<file path="src/rtl/uart_frame_tx_seq.sv">
// UART frame transmitter with a word FIFO: start, LSB-first data, optional parity, 1 or 2 stops.
// Optional line-break generator is compiled in with `define UART_TX_BREAK_EN (adds SEND_BREAK).
module uart_frame_tx_seq #(
   parameter int DATA_WIDTH = 8,
   parameter int FIFO_DEPTH = 8,
   parameter int PTR_W      = 3
) (
   input  logic                  CLK,
   input  logic                  RST,
   input  logic                  BIT_TICK,
   input  logic                  PAR_EN,
   input  logic                  PAR_TYP,
   input  logic                  STOP2,
   input  logic [DATA_WIDTH-1:0] WR_DATA,
   input  logic                  WR_VALID,
`ifdef UART_TX_BREAK_EN
   input  logic                  SEND_BREAK,
`endif
   output logic                  WR_READY,
   output logic                  TX_OUT,
   output logic                  BUSY,
   output logic                  FIFO_EMPTY,
   output logic                  FRAME_DONE,
   output logic [2:0]            dbg_state
);

   // Write side: a word is accepted on a cycle with WR_VALID & WR_READY; nothing is
   // accepted while WR_READY is low, so the producer must hold the word until then.
   typedef enum logic [2:0] {
      ST_IDLE   = 3'd0,
      ST_START  = 3'd1,
      ST_DATA   = 3'd2,
      ST_PARITY = 3'd3,
      ST_STOP1  = 3'd4,
      ST_STOP2  = 3'd5
`ifdef UART_TX_BREAK_EN
      ,ST_BREAK = 3'd6
`endif
   } state_t;

   localparam int CNT_W = $clog2(DATA_WIDTH + 3);
   localparam logic [CNT_W-1:0] CNT_ONE   = CNT_W'(1);
   localparam logic [CNT_W-1:0] LAST_DATA = CNT_W'(DATA_WIDTH - 1);
   localparam logic [PTR_W-1:0] PTR_ONE   = PTR_W'(1);
   localparam logic [PTR_W:0]   FILL_ONE  = (PTR_W + 1)'(1);
   localparam logic [PTR_W:0]   FILL_FULL = (PTR_W + 1)'(FIFO_DEPTH);

   state_t                state_q, state_d;
   logic [DATA_WIDTH-1:0] mem [FIFO_DEPTH];
   logic [PTR_W-1:0]      wr_ptr, rd_ptr;
   logic [PTR_W:0]        count;
   logic [DATA_WIDTH-1:0] shift_q;
   logic [CNT_W-1:0]      bit_cnt;
   logic                  par_q, par_en_q, stop2_q;
   logic                  push, pop, last_stop;
   logic [DATA_WIDTH-1:0] head;

   assign WR_READY   = (count != FILL_FULL);
   assign FIFO_EMPTY = (count == '0);
   assign push       = WR_VALID & WR_READY;
   assign head       = mem[rd_ptr];
   assign BUSY       = (state_q != ST_IDLE);
   assign dbg_state  = state_q;

`ifdef UART_TX_BREAK_EN
   localparam logic [CNT_W-1:0] LAST_BRK = CNT_W'(DATA_WIDTH + 2);
   logic brk_pend, brk_req, brk_take;
   assign brk_req = SEND_BREAK | brk_pend;

   // A break requested mid-frame is remembered until the FSM is back in IDLE.
   always_ff @(posedge CLK or posedge RST) begin
      if (RST)             brk_pend <= 1'b0;
      else if (brk_take)   brk_pend <= 1'b0;
      else if (SEND_BREAK) brk_pend <= 1'b1;
   end
`endif

   always_ff @(posedge CLK) begin
      if (push) mem[wr_ptr] <= WR_DATA;
   end

   always_ff @(posedge CLK or posedge RST) begin
      if (RST) begin
         wr_ptr <= '0;
         rd_ptr <= '0;
         count  <= '0;
      end else begin
         if (push) wr_ptr <= wr_ptr + PTR_ONE;
         if (pop)  rd_ptr <= rd_ptr + PTR_ONE;
         if (push && !pop)      count <= count + FILL_ONE;
         else if (pop && !push) count <= count - FILL_ONE;
      end
   end

   always_ff @(posedge CLK or posedge RST) begin
      if (RST) state_q <= ST_IDLE;
      else     state_q <= state_d;
   end

   always_comb begin
      state_d    = state_q;
      pop        = 1'b0;
      last_stop  = 1'b0;
      TX_OUT     = 1'b1;
      FRAME_DONE = 1'b0;
`ifdef UART_TX_BREAK_EN
      brk_take   = 1'b0;
`endif
      case (state_q)
         ST_IDLE: begin
            if (BIT_TICK) begin
`ifdef UART_TX_BREAK_EN
               if (brk_req) begin
                  brk_take = 1'b1;
                  state_d  = ST_BREAK;
               end else
`endif
               if (!FIFO_EMPTY) begin
                  pop     = 1'b1;
                  state_d = ST_START;
               end
            end
         end
         ST_START: begin
            TX_OUT = 1'b0;
            if (BIT_TICK) state_d = ST_DATA;
         end
         ST_DATA: begin
            TX_OUT = shift_q[0];
            if (BIT_TICK && bit_cnt == LAST_DATA)
               state_d = par_en_q ? ST_PARITY : ST_STOP1;
         end
         ST_PARITY: begin
            TX_OUT = par_q;
            if (BIT_TICK) state_d = ST_STOP1;
         end
         ST_STOP1: begin
            if (BIT_TICK) begin
               if (stop2_q) state_d = ST_STOP2;
               else         last_stop = 1'b1;
            end
         end
         ST_STOP2: begin
            if (BIT_TICK) last_stop = 1'b1;
         end
`ifdef UART_TX_BREAK_EN
         ST_BREAK: begin
            TX_OUT = 1'b0;
            if (BIT_TICK && bit_cnt == LAST_BRK) state_d = ST_IDLE;
         end
`endif
         default: state_d = ST_IDLE;
      endcase
      // Chaining straight into the next start bit keeps frames gap-free.
      if (last_stop) begin
         FRAME_DONE = 1'b1;
         if (!FIFO_EMPTY) begin
            pop     = 1'b1;
            state_d = ST_START;
         end else begin
            state_d = ST_IDLE;
         end
      end
   end

   // Frame configuration is captured at pop time and held for the whole frame.
   always_ff @(posedge CLK or posedge RST) begin
      if (RST) begin
         shift_q  <= '0;
         bit_cnt  <= '0;
         par_q    <= 1'b0;
         par_en_q <= 1'b0;
         stop2_q  <= 1'b0;
      end else if (pop) begin
         shift_q  <= head;
         par_q    <= (^head) ^ PAR_TYP;
         par_en_q <= PAR_EN;
         stop2_q  <= STOP2;
         bit_cnt  <= '0;
      end else if (BIT_TICK && state_q == ST_DATA) begin
         shift_q <= shift_q >> 1;
         bit_cnt <= bit_cnt + CNT_ONE;
      end
`ifdef UART_TX_BREAK_EN
      else if (brk_take) begin
         bit_cnt <= '0;
      end else if (BIT_TICK && state_q == ST_BREAK) begin
         bit_cnt <= bit_cnt + CNT_ONE;
      end
`endif
   end

endmodule

</file>
<file path="config.mk">
export PLATFORM = sky130hd
export DESIGN_NAME = uart_frame_tx_seq
export DESIGN_NICKNAME = d
export VERILOG_FILES = /design/src/rtl/uart_frame_tx_seq.sv
export SDC_FILE = /design/constraint.sdc
export NUM_CORES = 1
export LEC_CHECK = 0
export CORE_ASPECT_RATIO = 1.1
export CORE_MARGIN = 4
export CORE_UTILIZATION = 40
export DETAILED_ROUTE_END_ITERATION = 10
export SYNTH_ARGS = -nofsm -noshare
export SYNTH_HDL_FRONTEND = slang
export SYNTH_SLANG_ARGS = --single-unit
</file>
<file path="constraint.sdc">
create_clock -name CLK -period 6.9 [get_ports CLK]
set_input_delay 0.69 -clock CLK [delete_from_list [all_inputs] [get_ports CLK]]
set_output_delay 0.69 -clock CLK [all_outputs]
set_load 0.03 [all_outputs]
</file>
== After elaboration in Yosys (flattened, before gate mapping) ==
Memory sizes are Yosys's and may differ from the RTL's.
Index checks and enable logic that the tools add are counted.
Word-level totals
  register bits after elaboration: 28
  bits in writable memories: 64
  bits of input ports: 15
  output and inout port bits: 8
  word-level logic and storage cells: 75
  memories: 1
Memory list
  mem: depth 8, width 8, read ports 1, clocked after memory_dff 0, write ports 1, line 49  | logic [DATA_WIDTH-1:0] mem [FIFO_DEPTH];
Cells by class
  add/subtract/negate cells: 5
  equality and inequality tests: 15
  multiplexer cells: 30
  bitwise operators: 2
  reductions and logical operators: 13
Operators by type and width (count)
  $mux W3: 9
  $ne A3 B3 Y1 const B: 7
  $pmux W3 S6: 1
  $mux W4: 4
  $mux W8: 2
  $mux W1: 12
  $add A4 B1 Y4 const B: 2
  $reduce_and A8 Y1: 1
  $reduce_xor A8 Y1: 1
  $add A3 B1 Y3 const B: 2
  $eq A3 B2 Y1 const B: 2
  $eq A3 B3 Y1 const B: 2
  $eq A4 B3 Y1 const B: 1
  $logic_and A1 B1 Y1: 4
  $logic_not A4 Y1: 1
  $ne A4 B4 Y1 const B: 1
  $reduce_bool A2 Y1: 2
  $sub A4 B1 Y4 const B: 1
  $eq A3 B1 Y1 const B: 1
  $logic_not A3 Y1: 1
  $pmux W1 S3: 1
  $reduce_bool A3 Y1: 1
  $logic_not A1 Y1: 2
  $ne A2 B2 Y1 const B: 1
  3 further kinds: 3

== Longest topological paths before layout ==
  depth after elaboration: 9
  mapped depth: 15
  gate-level depth less buffers: 12

== Worst setup path after synthesis ==
OpenSTA, ideal clock, no wires.
  path kind: reg-to-reg
  from: register state_q[0], in the netlist dbg_state[0]
  to: register count[3]
  library setup time: 0.125 ns
  data arrival time: 2.972 ns
  data required time: 6.775 ns
  path slack: 3.802 ns
  stages on the path, launching flop included: 16
  buffers on the path: 3
  clock period less this slack: 3.098 ns
  cell sequence: dfrtp_1 -> clkbuf_1 -> nand2b_1 -> a21o_1 -> and3_1 -> clkbuf_1 -> inv_1 -> buf_1 -> ha_1 -> inv_1 -> ha_1 -> a21o_1 -> a21oi_1 -> xnor2_1 -> nor2_1 -> xor2_1
On the way
  word-level cells in the longest chain between the ends: 7
  elaborated cells between the ends (all ways): 12
  those cells by class: eq/ne: 2; mux: 5; reduce/logical: 5
Ends and longest elaborated chain
  start, declared: line 48  | state_t state_q, state_d;
  start signal, assigned: line 97  | else state_q <= state_d;
  $logic_not A3 Y1: line 109  | case (state_q)
  $mux W1: line 109
  $mux W1: line 157  | if (!FIFO_EMPTY) begin
  $mux W1 *: line 155  | if (last_stop) begin
  $logic_not A1 Y1: line 90  | if (push && !pop) count <= count + FILL_ONE;
  $logic_and A1 B1 Y1: line 90
  $mux W4 / $reduce_bool A2 Y1 (equally long branches)
  end signal, assigned: line 90
  end signal, assigned: line 91  | else if (pop && !push) count <= count - FILL_ONE;
  end, declared: line 51  | logic [PTR_W:0] count;
Every way passes the cells marked *; elsewhere a longest branch is shown, timed or not.
A chain may end at the register's enable or synchronous reset.

== Final worst setup path ==
  from: input port BIT_TICK
  to: register count[3]
On the way
  word-level cells in the longest chain between the ends: 7
  elaborated cells between the ends (all ways): 12
  those cells by class: mux: 8; reduce/logical: 4
Ends and longest elaborated chain
  start, declared: line 10  | input logic BIT_TICK,
  $mux W1: line 111  | if (BIT_TICK) begin
  $mux W1: line 109
  $mux W1: line 157
  $mux W1 *: line 155
  $logic_not A1 Y1: line 90
  $logic_and A1 B1 Y1: line 90
  $mux W4 / $reduce_bool A2 Y1 (equally long branches)
Marks and branches as above.

==> metrics.txt <==
met2 Use GR 20.0%; Yosys reg bits 92; top_reg_cell synth edfxtp_1; CP arrival 3.71 ns; number of fill cells in the layout 850; largest net degree at the start of global routing 29; Clk pin slew, worst setup/hold paths 0.10 ns; fin. max-slew vios 0; Final #Nets 305; met1 GRT Util 18.0%; GP Congestion 0.787; die width 103 um; cell with the most instances after synthesis edfxtp_1; Switching Share 34.1%; Rel. slew slack 27.9%; Final setup viols 0; Power Total 0.00201 W; crit share post-route 50.1%; Setup crit end kind flip-flop; Layout area overhead 13.3%; library cells used by synthesis 36; Synth top area share 48.2%; Post-Synth Adder-Cell Area 2.39%; sequential-to-total area share from yosys stat 65.8%; fin cells 405; Initial Util 41.8%; Clk pwr share 19.3%; LEAKAGE 1.69 nW; most used routing layer met2; worst skew pair latency 0.36 ns; DPL Wire Length 4480 um; initial antenna violation count 0; cts repair resizes 0; gr ovfl total 0; placed cells 389; Die Y 113 um; vias in the first global route 2096; Layout Utilization 47.4%; 1st-pass router iterations 4; leading area contributor after synthesis edfxtp_1; grt met3 use 3.33%; sequential share of power 43.5%; maximum clock frequency 289 MHz; Tmin final 3.46 ns; CP Max Fanout 17; CTS tree done; Initial DRC Count 68; setup TNS 0 ns; Max Root-Sink Buffers 2; Tot GR Track Use 12.9%; Synth Cell Area 3990 um2; worst hold slack 0.484 ns; status finished, final reports clean; top cells by area, synth edfxtp_1 48%, dfrtp_1 18%, mux4_2 5.1%; reg2reg start rd_ptr[0]$_DFFE_PP0N_; PwrDens 444 nW/um2; WL/cell 17.2 um; Post-Synthesis Cells 261; Worst setup startpoint BIT_TICK; Comb power frac 37.2%; H-tree depth 3; worst hold path class reg2reg; Fin Clk Skew 0.00964 ns; vias per cell 5.29; core box area 9540 um2; Synth Area in XOR/XNOR 4.49%; post-synth net total 283; Syn. warnings 0; worst slew pin tran 1.08 ns; area of the multi-input gates 1280 um2; Clock Sinks 92; number of buffers created by CTS 9; I/O pins 23; mean area per synthesized cell 15.3 um2; ratio of cells with drive above 1 in the final layout 12.2%; largest family of logic cells by synthesized area multiplexers; Synth Area in Simple Gates 8.51%; Peak VDD IR 0.168 mV; DRT Wirelength 6950 um; number of synthesized flops with an enable pin 64; post-cts hold buffer count 0; Req. time, crit path 7.15 ns; first-pass GRT wire length 11300 um; internal power 0.00132 W; via count 2144; unrepaired setup endpoints after global routing no; CTS root buffer clkbuf_8; Setup CP Type in2reg; Critical Path Start Type input port; top post-synthesis cells by count 64 x edfxtp_1, 37 x nand2_1, 28 x dfrtp_1, 17 x nor2_1, 9 x mux4_2; I/O Buffers 22; async set-reset flop share out of synthesis 30.4%; Hold Path Origin count[3]$_DFFE_PP0P_; Fin. Hold Viols 0; residual DRC count 0; Post-CTS Setup Inserts 0; area occupied by registers 2620 um2; Psw 0.000683 W; DIE AREA 11600 um2; Inserted Diodes 0; num rows 37; antenna-violating nets left 0; Compound-Gate Fraction of Synth Area 4.08%; mux cell area share after synthesis 12.5%; max_cap viols 0
[stage by stage]
stage,setup WS [ns],instance area (um2)
floorplan,3.80,3990
global placement,3.14,4300
detailed placement,3.04,4300
CTS,3.43,4520
global route,3.16,4520
finish,3.44,4520
[placed cells by master, fill, tap and decap left out, types with 7 or more instances in the layout]
cell type	synthesis	layout
o21ai_0	7	7
xnor2_1	7	7
clkdlybuf4s50_1	0	22
a21oi_1	8	8
mux4_1	7	7
mux4_2	9	9
inv_1	7	7
clkbuf_8	0	9
nor2_1	17	17
nand2_1	37	37
edfxtp_1	64	64
dfrtp_1	28	28
[cell families after synthesis]
family	Yosys count
muxes	26
adders and majority gates	7
buffers and inverters	18
DFF	92
xor gates and xnor gates	14
and+or+nand+nor	77
AOI/OAI and AO/OA	27
[sequential cells by signal (all words and copies together), names as in the netlist]
signal and flops:
bit_cnt 4, count 4, dbg_state 3, mem 64, par_en_q 1, par_q 1, rd_ptr 3, shift_q 8
stop2_q 1, wr_ptr 3
[critical path: stages]
cell and delay, ns:
clkdlybuf4s50_1 0.58, nor2b_1 0.22, and3_1 0.50, inv_1 0.37, ha_1 0.32, inv_1 0.11
ha_1 0.24, a21o_1 0.17, a21oi_1 0.16, xnor2_1 0.13, nor2_1 0.06, xor2_1 0.14
[path summary, 6_finish.rpt]
path / slack [ns] / to / cells after the start
hold / removal: 0.48 / count[3]$_DFFE_PP0P_ / 1
hold reg to reg: 0.48 / count[3]$_DFFE_PP0P_ / 1
setup reg to reg: 3.71 / par_q$_DFFE_PP0N_ / 5
min in group asynchronous: 0.89 / dbg_state[0]$_DFFE_PP0P_ / 2
max in group asynchronous: 5.35 / shift_q[1]$_DFFE_PP0P_ / 2
setup / recovery: 3.44 / count[3]$_DFFE_PP0P_ / 12
[layout make-up]
| type | count | share of cell area, % |
|---|---|---|
| Timing Repair Buffer | 22 | 4.88 |
| Clock buffer | 9 | 2.74 |
| Sequential cell | 92 | 58.1 |
| Multi-Input combinational cell | 151 | 28.4 |
| Tap cell | 117 | 3.24 |
| Inverter | 7 | 0.582 |
| Clock inverter | 7 | 2.08 |
[metal layers]
metal | vias to the layer above | share of wire (%)
li1 | 1014 | -
met1 | 1092 | 48
met2 | 29 | 48
met3 | 9 | 3.3
met4 | 0 | 1.2
met5 | - | 0
[power groups by stage]
stage / sequential (W) / combinational (W) / clock (W)
after floorplan: 0.000812 / 0.000648 / 0
after global placement: 0.000885 / 0.000751 / 0
final: 0.000873 / 0.000745 / 0.000387
after global routing: 0.000900 / 0.000827 / 0.000424
after detailed placement: 0.000890 / 0.000759 / 0
after CTS: 0.000877 / 0.000763 / 0.000398
No activity file was read; power rests on OpenSTA's default activity.
